--- src/rtl/seg_scan_decoder.sv ---
// seg_scan_decoder
// Readback path for a multiplexed common-anode 7-segment display. The block
// synchronizes the anode and segment lines and waits for them to stay stable.
// It then decodes the active-low segment pattern into a digit and stores that
// digit in the register for the active position. It also reports when every
// position has been refreshed at least once, which marks a complete frame.
module seg_scan_decoder #(
  parameter int NUM_DIGITS    = 6,
  parameter int STABLE_CYCLES = 4
) (
  input  logic                          clk,
  input  logic                          rst,
  input  logic [NUM_DIGITS-1:0]         an,
  input  logic [6:0]                    seg,
  output logic [4*NUM_DIGITS-1:0]       digits,
  output logic [NUM_DIGITS-1:0]         digit_valid,
  output logic                          update,
  output logic [$clog2(NUM_DIGITS)-1:0] update_pos,
  output logic                          bad_pattern,
  output logic                          frame_done
);

  localparam int POS_W = $clog2(NUM_DIGITS);
  localparam int LOW_W = $clog2(NUM_DIGITS + 1);
  localparam int CNT_W = $clog2(STABLE_CYCLES + 1);

  localparam logic [CNT_W-1:0] CNT_ZERO = '0;
  localparam logic [CNT_W-1:0] CNT_ONE  = CNT_W'(1);
  localparam logic [CNT_W-1:0] CNT_LAST = CNT_W'(STABLE_CYCLES - 1);
  localparam logic [CNT_W-1:0] CNT_FULL = CNT_W'(STABLE_CYCLES);
  localparam logic [LOW_W-1:0] LOW_ONE  = LOW_W'(1);

  typedef enum logic [1:0] {
    S_IDLE,    // anode state illegal: nothing to watch
    S_SETTLE,  // legal anode state, counting identical samples
    S_HELD     // this dwell has already been captured
  } state_t;

  // Synchronizer stages, plus the previous stage-2 sample for change detection
  logic [NUM_DIGITS-1:0] an_s1, an_s2, an_prev;
  logic [6:0]            seg_s1, seg_s2, seg_prev;

  // Anode decode
  logic [LOW_W-1:0]      low_cnt;
  logic [POS_W-1:0]      cand_pos;
  logic                  an_legal;

  // Segment decode
  logic [3:0]            dec_digit;
  logic                  dec_bad;

  // Dwell tracking
  state_t                state, state_n;
  logic [CNT_W-1:0]      count, count_n;
  logic                  changed;
  logic                  capture;

  // Frame tracking
  logic [NUM_DIGITS-1:0] seen, seen_set, seen_n, pos_mask;
  logic                  frame_hit;

  // Two-flop synchronizer on the asynchronous display lines; also keeps last sample
  always_ff @(posedge clk or posedge rst) begin
    if (rst) begin
      an_s1    <= '1;
      an_s2    <= '1;
      an_prev  <= '1;
      seg_s1   <= '1;
      seg_s2   <= '1;
      seg_prev <= '1;
    end else begin
      // NOTE: non-blocking assignments let every stage sample its old neighbour;
      // blocking ones would collapse the chain into a single flop.
      an_s1    <= an;
      an_s2    <= an_s1;
      an_prev  <= an_s2;
      seg_s1   <= seg;
      seg_s2   <= seg_s1;
      seg_prev <= seg_s2;
    end
  end

  // Anode decode: legal only when exactly one line is driven low
  always_comb begin
    // NOTE: every combinational output gets a default first so no path can
    // leave it unassigned and infer a latch.
    low_cnt  = '0;
    cand_pos = '0;
    for (int i = 0; i < NUM_DIGITS; i++) begin
      if (!an_s2[i]) begin
        low_cnt  = low_cnt + 1'b1;
        cand_pos = POS_W'(i);
      end
    end
    an_legal = (low_cnt == LOW_ONE);
  end

  // Map the active-low segment pattern back to a digit; unknown patterns flag bad
  always_comb begin
    dec_digit = 4'hE;
    dec_bad   = 1'b1;
    case (seg_s2)
      7'b1000000: begin dec_digit = 4'h0; dec_bad = 1'b0; end
      7'b1111001: begin dec_digit = 4'h1; dec_bad = 1'b0; end
      7'b0100100: begin dec_digit = 4'h2; dec_bad = 1'b0; end
      7'b0110000: begin dec_digit = 4'h3; dec_bad = 1'b0; end
      7'b0011001: begin dec_digit = 4'h4; dec_bad = 1'b0; end
      7'b0010010: begin dec_digit = 4'h5; dec_bad = 1'b0; end
      7'b0000010: begin dec_digit = 4'h6; dec_bad = 1'b0; end
      7'b1111000: begin dec_digit = 4'h7; dec_bad = 1'b0; end
      7'b0000000: begin dec_digit = 4'h8; dec_bad = 1'b0; end
      7'b0010000: begin dec_digit = 4'h9; dec_bad = 1'b0; end
      7'b1111111: begin dec_digit = 4'hF; dec_bad = 1'b0; end
      default:    begin dec_digit = 4'hE; dec_bad = 1'b1; end
    endcase
  end

  assign changed = ({an_s2, seg_s2} != {an_prev, seg_prev});

  // Dwell state and stability counter register
  always_ff @(posedge clk or posedge rst) begin
    if (rst) begin
      state <= S_IDLE;
      count <= CNT_ZERO;
    end else begin
      state <= state_n;
      count <= count_n;
    end
  end

  // Next-state logic: count identical samples and capture once per dwell
  always_comb begin
    state_n = state;
    count_n = count;
    capture = 1'b0;
    unique case (state)
      S_IDLE: begin
        if (an_legal) begin
          state_n = S_SETTLE;
          count_n = CNT_ONE;
        end
      end
      S_SETTLE: begin
        if (changed) begin
          state_n = an_legal ? S_SETTLE : S_IDLE;
          count_n = an_legal ? CNT_ONE : CNT_ZERO;
        end else if (count == CNT_LAST) begin
          capture = 1'b1;
          state_n = S_HELD;
          count_n = CNT_FULL;
        end else begin
          count_n = count + 1'b1;
        end
      end
      S_HELD: begin
        if (changed) begin
          state_n = an_legal ? S_SETTLE : S_IDLE;
          count_n = an_legal ? CNT_ONE : CNT_ZERO;
        end
      end
      default: begin
        state_n = S_IDLE;
        count_n = CNT_ZERO;
      end
    endcase
  end

  // Frame tracking: a frame closes on the capture that completes the seen mask
  always_comb begin
    pos_mask = '0;
    for (int i = 0; i < NUM_DIGITS; i++) begin
      pos_mask[i] = (cand_pos == POS_W'(i));
    end
    seen_set  = seen;
    frame_hit = 1'b0;
    if (capture) begin
      seen_set  = seen | pos_mask;
      frame_hit = &seen_set;
    end
    // The capture that closes a frame does not count toward the next frame
    seen_n = frame_hit ? '0 : seen_set;
  end

  // Output registers: digit bank, valid flags, and the one-cycle pulses
  always_ff @(posedge clk or posedge rst) begin
    if (rst) begin
      // NOTE: the digit bank is a handful of flops, not a RAM, so it is reset
      // to blank and readback never shows garbage before the first capture.
      digits      <= '1;
      digit_valid <= '0;
      update      <= 1'b0;
      update_pos  <= '0;
      bad_pattern <= 1'b0;
      frame_done  <= 1'b0;
      seen        <= '0;
    end else begin
      update      <= capture;
      update_pos  <= capture ? cand_pos : '0;
      bad_pattern <= capture & dec_bad;
      frame_done  <= frame_hit;
      seen        <= seen_n;
      for (int i = 0; i < NUM_DIGITS; i++) begin
        if (capture && pos_mask[i]) begin
          digits[4*i +: 4] <= dec_digit;
          digit_valid[i]   <= 1'b1;
        end
      end
    end
  end

endmodule

--- config.mk ---
export PLATFORM = sky130hd
export DESIGN_NAME = seg_scan_decoder
export DESIGN_NICKNAME = d
export VERILOG_FILES = /design/src/rtl/seg_scan_decoder.sv
export SDC_FILE = /design/constraint.sdc
export NUM_CORES = 1
export LEC_CHECK = 0
export ABC_AREA = 1
export CAP_MARGIN = 25
export CORE_ASPECT_RATIO = 1.1
export CORE_MARGIN = 1
export CORE_UTILIZATION = 54
export DETAILED_ROUTE_END_ITERATION = 10
export PLACE_DENSITY = 0.9
export SLEW_MARGIN = 20
export SYNTH_ARGS = -nofsm -noshare
export SYNTH_HDL_FRONTEND = slang
export SYNTH_SLANG_ARGS = --single-unit
--- constraint.sdc ---
create_clock -name clk -period 3.6 [get_ports clk]
set_clock_uncertainty 0.05 [all_clocks]
set_input_delay 0.72 -clock clk [delete_from_list [all_inputs] [get_ports clk]]
set_output_delay 0.72 -clock clk [all_outputs]
set_load 0.05 [all_outputs]
-- Word level (Yosys, flattened, before mapping)
Cells that the tools add are included.
- bits of input ports: 15
- register bits: 86
- output and inout port bits: 36
- $add $sub $neg: 6
- bitwise logic cells: 2
- reductions and logical operators: 14
- multiplexer cells: 32
- equal/unequal tests: 23
- operators with widths (kind ; number):
    $pmux 4 s11 ; 1
    $mux 3 ; 14
    $eq 7x7->1 const B ; 4
    $eq 7x5->1 const B ; 3
    $add 3x1->3 const B ; 6
    $eq 7x6->1 const B ; 2
    $ne 13x13->1 ; 1
    $mux 6 ; 2
    $reduce_or 11->1 ; 1
    $eq 3x2->1 const B ; 3
    $mux 1 ; 9
    $pmux 3 s3 ; 1
    $mux 2 ; 4
    $eq 7x2->1 const B ; 1
    $logic_not 7->1 ; 1
    $eq 3x1->1 const B ; 2
    $eq 3x3->1 const B ; 2
    $logic_and 1x1->1 ; 6
    $or 6x6->6 ; 1
    $pmux 2 s3 ; 1
    $reduce_and 6->1 ; 1
    $ne 2x2->1 const B ; 2
    $logic_not 3->1 ; 1
    $ne 3x3->1 const B ; 1
    other kinds (7) ; 7

-- Depth between registers and ports, before layout
Gate-level depths: netlist of the first run.
- depth after elaboration: 15
- mapped depth: 24
- depth with buffers taken out: 24

-- Worst setup path before layout of the first run
Ideal clock, no wire load.
- path kind: flip-flop to flip-flop
- from: register an_s2[1]
- to: register count[0]
- setup time: 116 ps
- cell stages (with the launch flop): 21
- required time: 3434 ps
- arrival time: 3126 ps
- slack: 307 ps
- path buffers: 0
- period minus slack after synthesis: 3293 ps
- cells stage by stage: dfstp_2 inv_1 ha_1 inv_1 nand2_1 nand2_1 ha_1 or2_2 nand2_1 inv_1 ha_1 nand2_1 nand2_1 ha_1 or2_2 nand2_1 nand3_1 nand2_1 o21ai_0 nand2_1 nand2_1
- word-level cells in the longest chain between the ends: 13
- elaborated cells on any way between the ends: 18
- those cells by class: 4 x add/sub; 4 x eq/ne; 9 x mux; 1 x reduce/logical
- RTL lines (element ; line ; RTL):
    from (decl) ; 40 ; logic [NUM_DIGITS-1:0] an_s1, an_s2, an_prev;
    from (signal assigned) ; 75 ; an_s2 <= an_s1;
    $mux 3 ; 90 ; if (!an_s2[i]) begin
    $add 3x1->3 ; 91 ; low_cnt = low_cnt + 1'b1;
    $mux 3 ; 90 ;
    $add 3x1->3 ; 91 ;
    $mux 3 ; 90 ;
    $add 3x1->3 ; 91 ;
    $mux 3 ; 90 ;
    $add 3x1->3 ; 91 ;
    $mux 3 ; 90 ;
    $eq 3x1->1 ; 95 ; an_legal = (low_cnt == LOW_ONE);
    $mux 1 ; 146, 158 ;
    $mux 3 (on tied branches) ; 156, 144 ;
    $pmux 3 s3 ; 136 ; unique case (state)
    to (signal assigned) ; 127 ; count <= count_n;
    to (decl) ; 54 ; logic [CNT_W-1:0] count, count_n;
Several ways; a longest one is shown, not always the timed one. The select of a mux whose other input is x is not followed.
A chain may end at the register's enable or synchronous reset.

-- Worst setup path after layout of the first run
Ends and elaborated chain as after synthesis.

==> run_results.csv, run 1 <==
group,metric,value,unit
run_status,outcome,"complete, no violations",
sta,period_needed,3.44,ns
clock_network,htreeDepth,3,
critical_path,crit_family,"simple AND/OR/NAND/NOR gates",
logic_synthesis,ys_seq_elements,86,
flow_run,drv_cap,0,
logic_synthesis,synth.area.top_cells,"dfstp_2 44%, dfrtp_1 15%, nand2_1 13%",
clock_network,clock_latency,0.36,ns
hold_path,min_to,"seg_s2[4]$_DFF_PP1_",
critical_path,r2r_end,"count[0]$_DFFE_PP0P_",
hold_path,min-delay-start,"seg_s1[4]$_DFF_PP1_",
logic_synthesis,async_flop_share,1.00,
critical_path,cp_max_fo,6,
pwr,combPwrFrac,0.099,
grt,grt.met2_usage,0.415,
critical_path,arrival,3.64,ns
finish,drive_gt1_frac,0.241,
sta,fmax,291,MHz
hold_path,hold_path_depth,0,
grt,grtUsageMet1,0.275,
pwr,internal_power,1.53,mW
route,routed_wl,7600,um
logic_synthesis,yosysTopAreaCellShare,0.444,
pwr,irDropWorstVdd,0.402,mV
clock_network,path_clk_slew,0.08,ns
critical_path,reg2reg_from,"an_s2[1]$_DFF_PP1_",
hold_path,hp-class,"reg2reg",
placed_design,dp.cells,527,
floorplanning,dieArea,7240,um^2
finish,final_cell_mix,"123 x nand2_1, 63 x dfstp_2, 50 x clkdlybuf4s50_1",
pwr,power.switching,0.497,mW
logic_synthesis,synth_area_leader_cell,"dfstp_2",
grt,track_usage,0.242,
pwr,power_density,440,nW/um^2
critical_path,cp_slowest_stage_delay,0.61,ns
logic_synthesis,synth_ff_type,"dfstp_2",
grt,grt_util_met3,0.0765,
sta,hold_viol,0,
route,vias,2864,
finish,layout_commonest_cell,"nand2_1",
finish,n_antenna_cell,0,
floorplanning,initial_core_util,0.562,
critical_path,cpMostUsedCell,"nand2_1",
clock_network,hold_buffers,0,
route,drcViolationCount,0,
placed_design,place.gp.congestion,0.880,
floorplanning,die_x,81.2,um
logic_synthesis,netlist_area,3730,um^2
route,dr.pass1.iters,4,
critical_path,crit_slowest_cell,"dfstp_2",
logic_synthesis,synth.distinct_cells,33,
placed_design,portBuffers,50,
logic_synthesis,ys_warn_count,0,
pwr,clockPowerShare,0.382,
logic_synthesis,synth-edff-count,0,
logic_synthesis,ys_seq_area_frac,0.599,
critical_path,critical_path_class,"reg2reg",
finish,fin_util,0.695,
clock_network,cts_sinks,86,
grt,grt_pass1_wl,12800,um
pwr,p_leak,2.22,nW
sta,min_period_over_period,0.955,
floorplanning,ios,51,
logic_synthesis,syn_nets,419,
route,wl_per_cell,14.0,um
sta,max_slew.worst_pin.slew,0.702,ns
placed_design,post-dp-hpwl,5120,um
clock_network,cts_tree,"built",
clock_network,cts_root_buf,"clkbuf_8",
critical_path,worstRegToRegCells,20,
floorplanning,die_y,89.1,um
floorplanning,core_region_area,6630,um^2
critical_path,rrSetupSlack,0.16,ns
route,dr.first_iter.drc_count,227,
critical_path,cp_num_buf_inv,3,
placed_design,place_area,4330,um^2
logic_synthesis,postSynthCellCount,397,
sta,worst_hold_slack,0.308,ns
sta,final-setup-viol-count,0,
finish,fin_cells,543,
critical_path,worstPathCellList,"inv_4 -> ha_4 -> inv_1 -> nand2_2 -> nand2_1 -> ha_1 -> or2_2 -> nand2_1 -> inv_1 -> ha_1 -> nand2_1 -> nand2_1 -> ha_1 -> or2_2 -> nand2_1 -> nand3_2 -> nand2_1 -> o21ai_2 -> nand2_1 -> nand2_1",
route,via_per_inst,5.27,
sta,maxSlewViolCount,0,
grt,grt_overflow,0,
grt,grt.busiest_layer,"met2",
pwr,swShare,0.246,
clock_network,cts_buffers,9,
sta,relSlewSlack,0.531,
logic_synthesis,syn-mean-instance-area,9.39,um^2
pwr,seqPwrFrac,0.519,
critical_path,cp.required,3.81,ns
route,ant_nets,0,
clock_network,post-cts-setup-buffer-count,0,
grt,grt_max_degree,87,
finish,syn2layout_area_growth,23.6,%
critical_path,endpoint_kind,"register",
finish,nets,478,
critical_path,start_kind,"register",
grt,antenna_found_initial,0,
grt,grt_pass1_vias,2877,
floorplanning,rows,31,
clock_network,cts_buffer_depth,2,
sta,fin_tns_setup,0,ns
finish,stdcell_area,4610,um^2
==> layer usage <==
metal  wire [um]  vias up
met3         510       16
met1        2990     1398
met5           0        -
met2        3940       96
li1            -     1354
met4         156        0
==> how the worst max path moves through the flow <==
stage	cells after the start	slack, ns	to	startpoint
2_1_floorplan	20	0.31	count[0]$_DFFE_PP0P_	an_s2[1]$_DFF_PP1_
3_3_place_gp	20	0.21	count[0]$_DFFE_PP0P_	an_s2[1]$_DFF_PP1_
3_5_place_dp	24	0.06	count[0]$_DFFE_PP0P_	an_s2[1]$_DFF_PP1_
4_1_cts	20	0.05	count[0]$_DFFE_PP0P_	an_s2[1]$_DFF_PP1_
5_1_grt	20	-0.02	count[1]$_DFFE_PP0P_	an_s2[1]$_DFF_PP1_
6_report	20	0.16	count[0]$_DFFE_PP0P_	an_s2[1]$_DFF_PP1_
==> power by group through the flow <==
| stage | Sequential [mW] | Clock (mW) | Combinational, mW |
|---|---|---|---|
| 2_1_floorplan | 1.05 | 0 | 0.138 |
| 3_3_place_gp | 1.06 | 0 | 0.173 |
| 3_5_place_dp | 1.06 | 0 | 0.186 |
| 4_1_cts | 1.05 | 0.788 | 0.190 |
| 5_1_grt | 1.05 | 0.824 | 0.231 |
| 6_report | 1.05 | 0.773 | 0.201 |
==> cells in the mapped netlist (2+ instances only) <==
cell      count
xor2_1        2
a21oi_1       8
clkinv_2      4
nor3_1        7
buf_2         2
xnor2_1       8
nor2_2        2
ha_1          7
or2_1         4
nor2_1       31
nand3_1      29
nor4_1        2
or2_2         3
inv_1        44
dfstp_2      63
nand2_4       5
nand4_1       2
dfrtp_1      23
o21bai_1      2
nand2_1     127
o21ai_0       6
o21ai_1       5
==> metrics by stage <==
step / setup slack, ns / total power [mW]
global placement: 0.205 / 1.24
detailed placement: 0.0585 / 1.25
global route: -0.0213 / 2.11
floorplan: 0.307 / 1.19
finish: 0.163 / 2.03
CTS: 0.0453 / 2.03
==> registers in the layout (all words and copies together), names as in the netlist <==
register     cells
digits          24
seg_prev         7
seg_s1           7
seg_s2           7
an_prev          6
an_s1            6
an_s2            6
digit_valid      6
seen             6
count            3
update_pos       3
state            2
bad_pattern      1
frame_done       1
update           1
==> cell type report <==
class | count | area (um^2)
well taps | 82 | 103
flip-flops and latches | 86 | 2230
multi-input cells | 259 | 1330
repair buffers | 51 | 520
clock inverters | 4 | 77.6
fillers | 459 | 2030
clock buffers | 12 | 155
inverters | 49 | 193
==> timing repair <==
item | 4_1_cts | 5_1_grt
setup endpoints to repair | 1 | 4
pin swaps | 0 | 3
endpoints found under the hold margin | 0 | 0
gates resized for setup | 1 | 11
==> cells by family after synthesis <==
group | count (synthesis) | share of synthesized area
xor gates and xnor gates | 10 | 0.0235
DFF | 86 | 0.599
adders and majority gates | 7 | 0.0235
and+or+nand+nor | 219 | 0.264
buffers and inverters | 52 | 0.0564
AOI/OAI and AO/OA | 23 | 0.0336
==> worst register-to-register path, stage by stage (launching register included) <==
cell and delay (ns):
dfstp_2 0.61, inv_4 0.07, ha_4 0.28, inv_1 0.06, nand2_2 0.09, nand2_1 0.07
ha_1 0.28, or2_2 0.28, nand2_1 0.08, inv_1 0.04, ha_1 0.28, nand2_1 0.08
nand2_1 0.06, ha_1 0.28, or2_2 0.29, nand2_1 0.09, nand3_2 0.10, nand2_1 0.09
o21ai_2 0.07, nand2_1 0.06, nand2_1 0.05
Power figures use the tool's default switching activity.
==> run 2, diff against run 1 <==
==> constraint.sdc (replaced) <==
create_clock -name clk -period 3.25 [get_ports clk]
set_clock_uncertainty 0.05 [all_clocks]
set_input_delay 0.65 -clock clk [delete_from_list [all_inputs] [get_ports clk]]
set_output_delay 0.65 -clock clk [all_outputs]
set_load 0.05 [all_outputs]
==> run_results.csv, run 2 (synthesized netlist as in run 1, its figures left out) <==
group,metric,value,unit
finish,largest_register,"digits",
floorplanning,die_x,81.2,um
grt,track_usage,0.245,
finish,nets,488,
critical_path,start_kind,"register",
clock_network,path_clk_slew,0.08,ns
critical_path,critical_path_class,"reg2reg",
floorplanning,die_y,89.1,um
floorplanning,rows,31,
grt,grt_pass1_vias,2834,
pwr,total_power,2.19,mW
run_status,outcome,"complete, no violations",
critical_path,rrSetupSlack,0.08,ns
floorplanning,core_region_area,6630,um^2
pwr,swShare,0.261,
sta,maxSlewViolCount,0,
hold_path,hp-class,"reg2reg",
route,dr.first_iter.drc_count,159,
placed_design,post-place-ws,-0.127,ns
finish,fillers,435,
clock_network,htreeDepth,3,
sta,max_slew.worst_pin.slew,0.641,ns
pwr,irDropWorstVdd,0.482,mV
floorplanning,initial_core_util,0.562,
sta,relSlewSlack,0.569,
grt,antenna_found_initial,0,
sta,final-setup-viol-count,0,
pwr,seqPwrFrac,0.531,
sta,period_needed,3.17,ns
finish,layout_commonest_cell,"nand2_1",
pwr,p_leak,2.25,nW
finish,stdcell_area,4720,um^2
finish,drive_gt1_frac,0.287,
placed_design,portBuffers,50,
critical_path,cp_max_fo,3,
clock_network,cts_root_buf,"clkbuf_8",
pwr,power_density,465,nW/um^2
sta,setup_slack,0.0767,ns
pwr,power.switching,0.573,mW
floorplanning,ios,51,
placed_design,place_area,4380,um^2
finish,n_antenna_cell,0,
finish,fin_util,0.711,
floorplanning,dieArea,7240,um^2
sta,fmax,315,MHz
clock_network,cts_buffers,9,
sta,hold_viol,0,
placed_design,place.gp.congestion,0.897,
placed_design,dp.cells,532,
sta,fin_tns_setup,0,ns
critical_path,cp.required,3.47,ns
finish,fin_cells,553,
clock_network,cts_buffer_depth,2,
route,ant_nets,0,
route,routed_wl,7790,um
sta,min_period_over_period,0.976,
sta,worst_hold_slack,0.309,ns
clock_network,cts_sinks,86,
route,via_per_inst,5.26,
finish,final_cell_mix,"115 x nand2_1, 63 x dfstp_2, 50 x clkdlybuf4s50_1",
route,wl_met1,3220,um
route,met3_length,462,um
pwr,internal_power,1.62,mW
grt,grt_pass1_wl,13000,um
grt,grt_overflow,0,
route,highest_layer,"met4",
grt,grt_max_degree,87,
critical_path,arrival,3.40,ns
pwr,combPwrFrac,0.122,
finish,syn2layout_area_growth,26.6,%
critical_path,endpoint_kind,"register",
placed_design,post-dp-hpwl,5140,um
pwr,clockPowerShare,0.347,
route,dr_wl_met2,3930,um
route,dr.pass1.iters,4,
route,drcViolationCount,0,
route,vias,2909,
clock_network,clock_latency,0.35,ns
flow_run,drv_cap,0,
finish,largest_reg_flops,24,
route,wl_per_cell,14.1,um
clock_network,cts_tree,"built",
-- run 2: cell types whose count changed in the layout (fill, tap and decap cells not counted), sizes merged --
cell,change
bufinv,-1
buf,+10
inv,+1
-- run 2: path summary, 6_finish.rpt --
kind                       depth (start not counted)           startpoint                   end
setup / recovery                                  22   an_s2[1]$_DFF_PP1_  state[0]$_DFFE_PP0P_
hold reg to reg                                    0  seg_s1[0]$_DFF_PP1_   seg_s2[0]$_DFF_PP1_
min in group asynchronous                          3                  rst   seen[4]$_DFFE_PP0P_
setup reg to reg                                  22   an_s2[1]$_DFF_PP1_  state[0]$_DFFE_PP0P_
max in group asynchronous                          3                  rst   seg_s1[5]$_DFF_PP1_
hold / removal                                     0  seg_s1[0]$_DFF_PP1_   seg_s2[0]$_DFF_PP1_
-- run 2: final cells by class --
cell class	count	area (um^2)	share of cell area
sequential	86	2230	0.473
multi-input combinational	259	1400	0.296
timing repair buffer	61	596	0.126
inverter	49	190	0.0403
clock buffer	12	145	0.0308
tap	82	103	0.0218
clock inverter	4	53.8	0.0114
-- run 2: worst max-delay path, cell delays in order, from the launching register on --
cell and delay, ns:
dfstp_2 0.55, inv_2 0.05, ha_4 0.29, inv_2 0.05, nand2_2 0.07, nand2_2 0.08
ha_4 0.23, or2_4 0.25, nand2_2 0.07, inv_2 0.05, ha_4 0.25, nand2_2 0.05
nand2_2 0.07, ha_4 0.13, nand2_2 0.07, xor2_2 0.19, inv_1 0.06, nand2_1 0.04
nand2_1 0.07, nand3_2 0.11, nand2_2 0.10, o21ai_4 0.06, o21bai_1 0.15
-- run 2: repair_timing --
| item | in CTS | in global routing |
|---|---|---|
| hold buffers | 0 | 0 |
| cloned | 0 | 0 |
| gates resized for setup | 7 | 20 |
| pin swaps | 7 | 12 |
| buffers inserted | 4 | 3 |
| endpoints found under the setup margin | 4 | 4 |
| endpoints found under the hold margin | 0 | 0 |
-- run 2: layer usage --
layer,vias to the layer above,track usage
met4,0,0.112
met1,1405,0.307
met2,112,0.406
li1,1375,-
met3,17,0.0551
met5,-,0
-- run 2: power groups by stage --
| stage | clock (mW) | combinational, mW | sequential (mW) |
|---|---|---|---|
| floorplan | 0 | 0.155 | 1.17 |
| global placement | 0 | 0.198 | 1.18 |
| detailed placement | 0 | 0.213 | 1.18 |
| CTS | 0.773 | 0.227 | 1.16 |
| global route | 0.821 | 0.303 | 1.17 |
| finish | 0.761 | 0.268 | 1.16 |
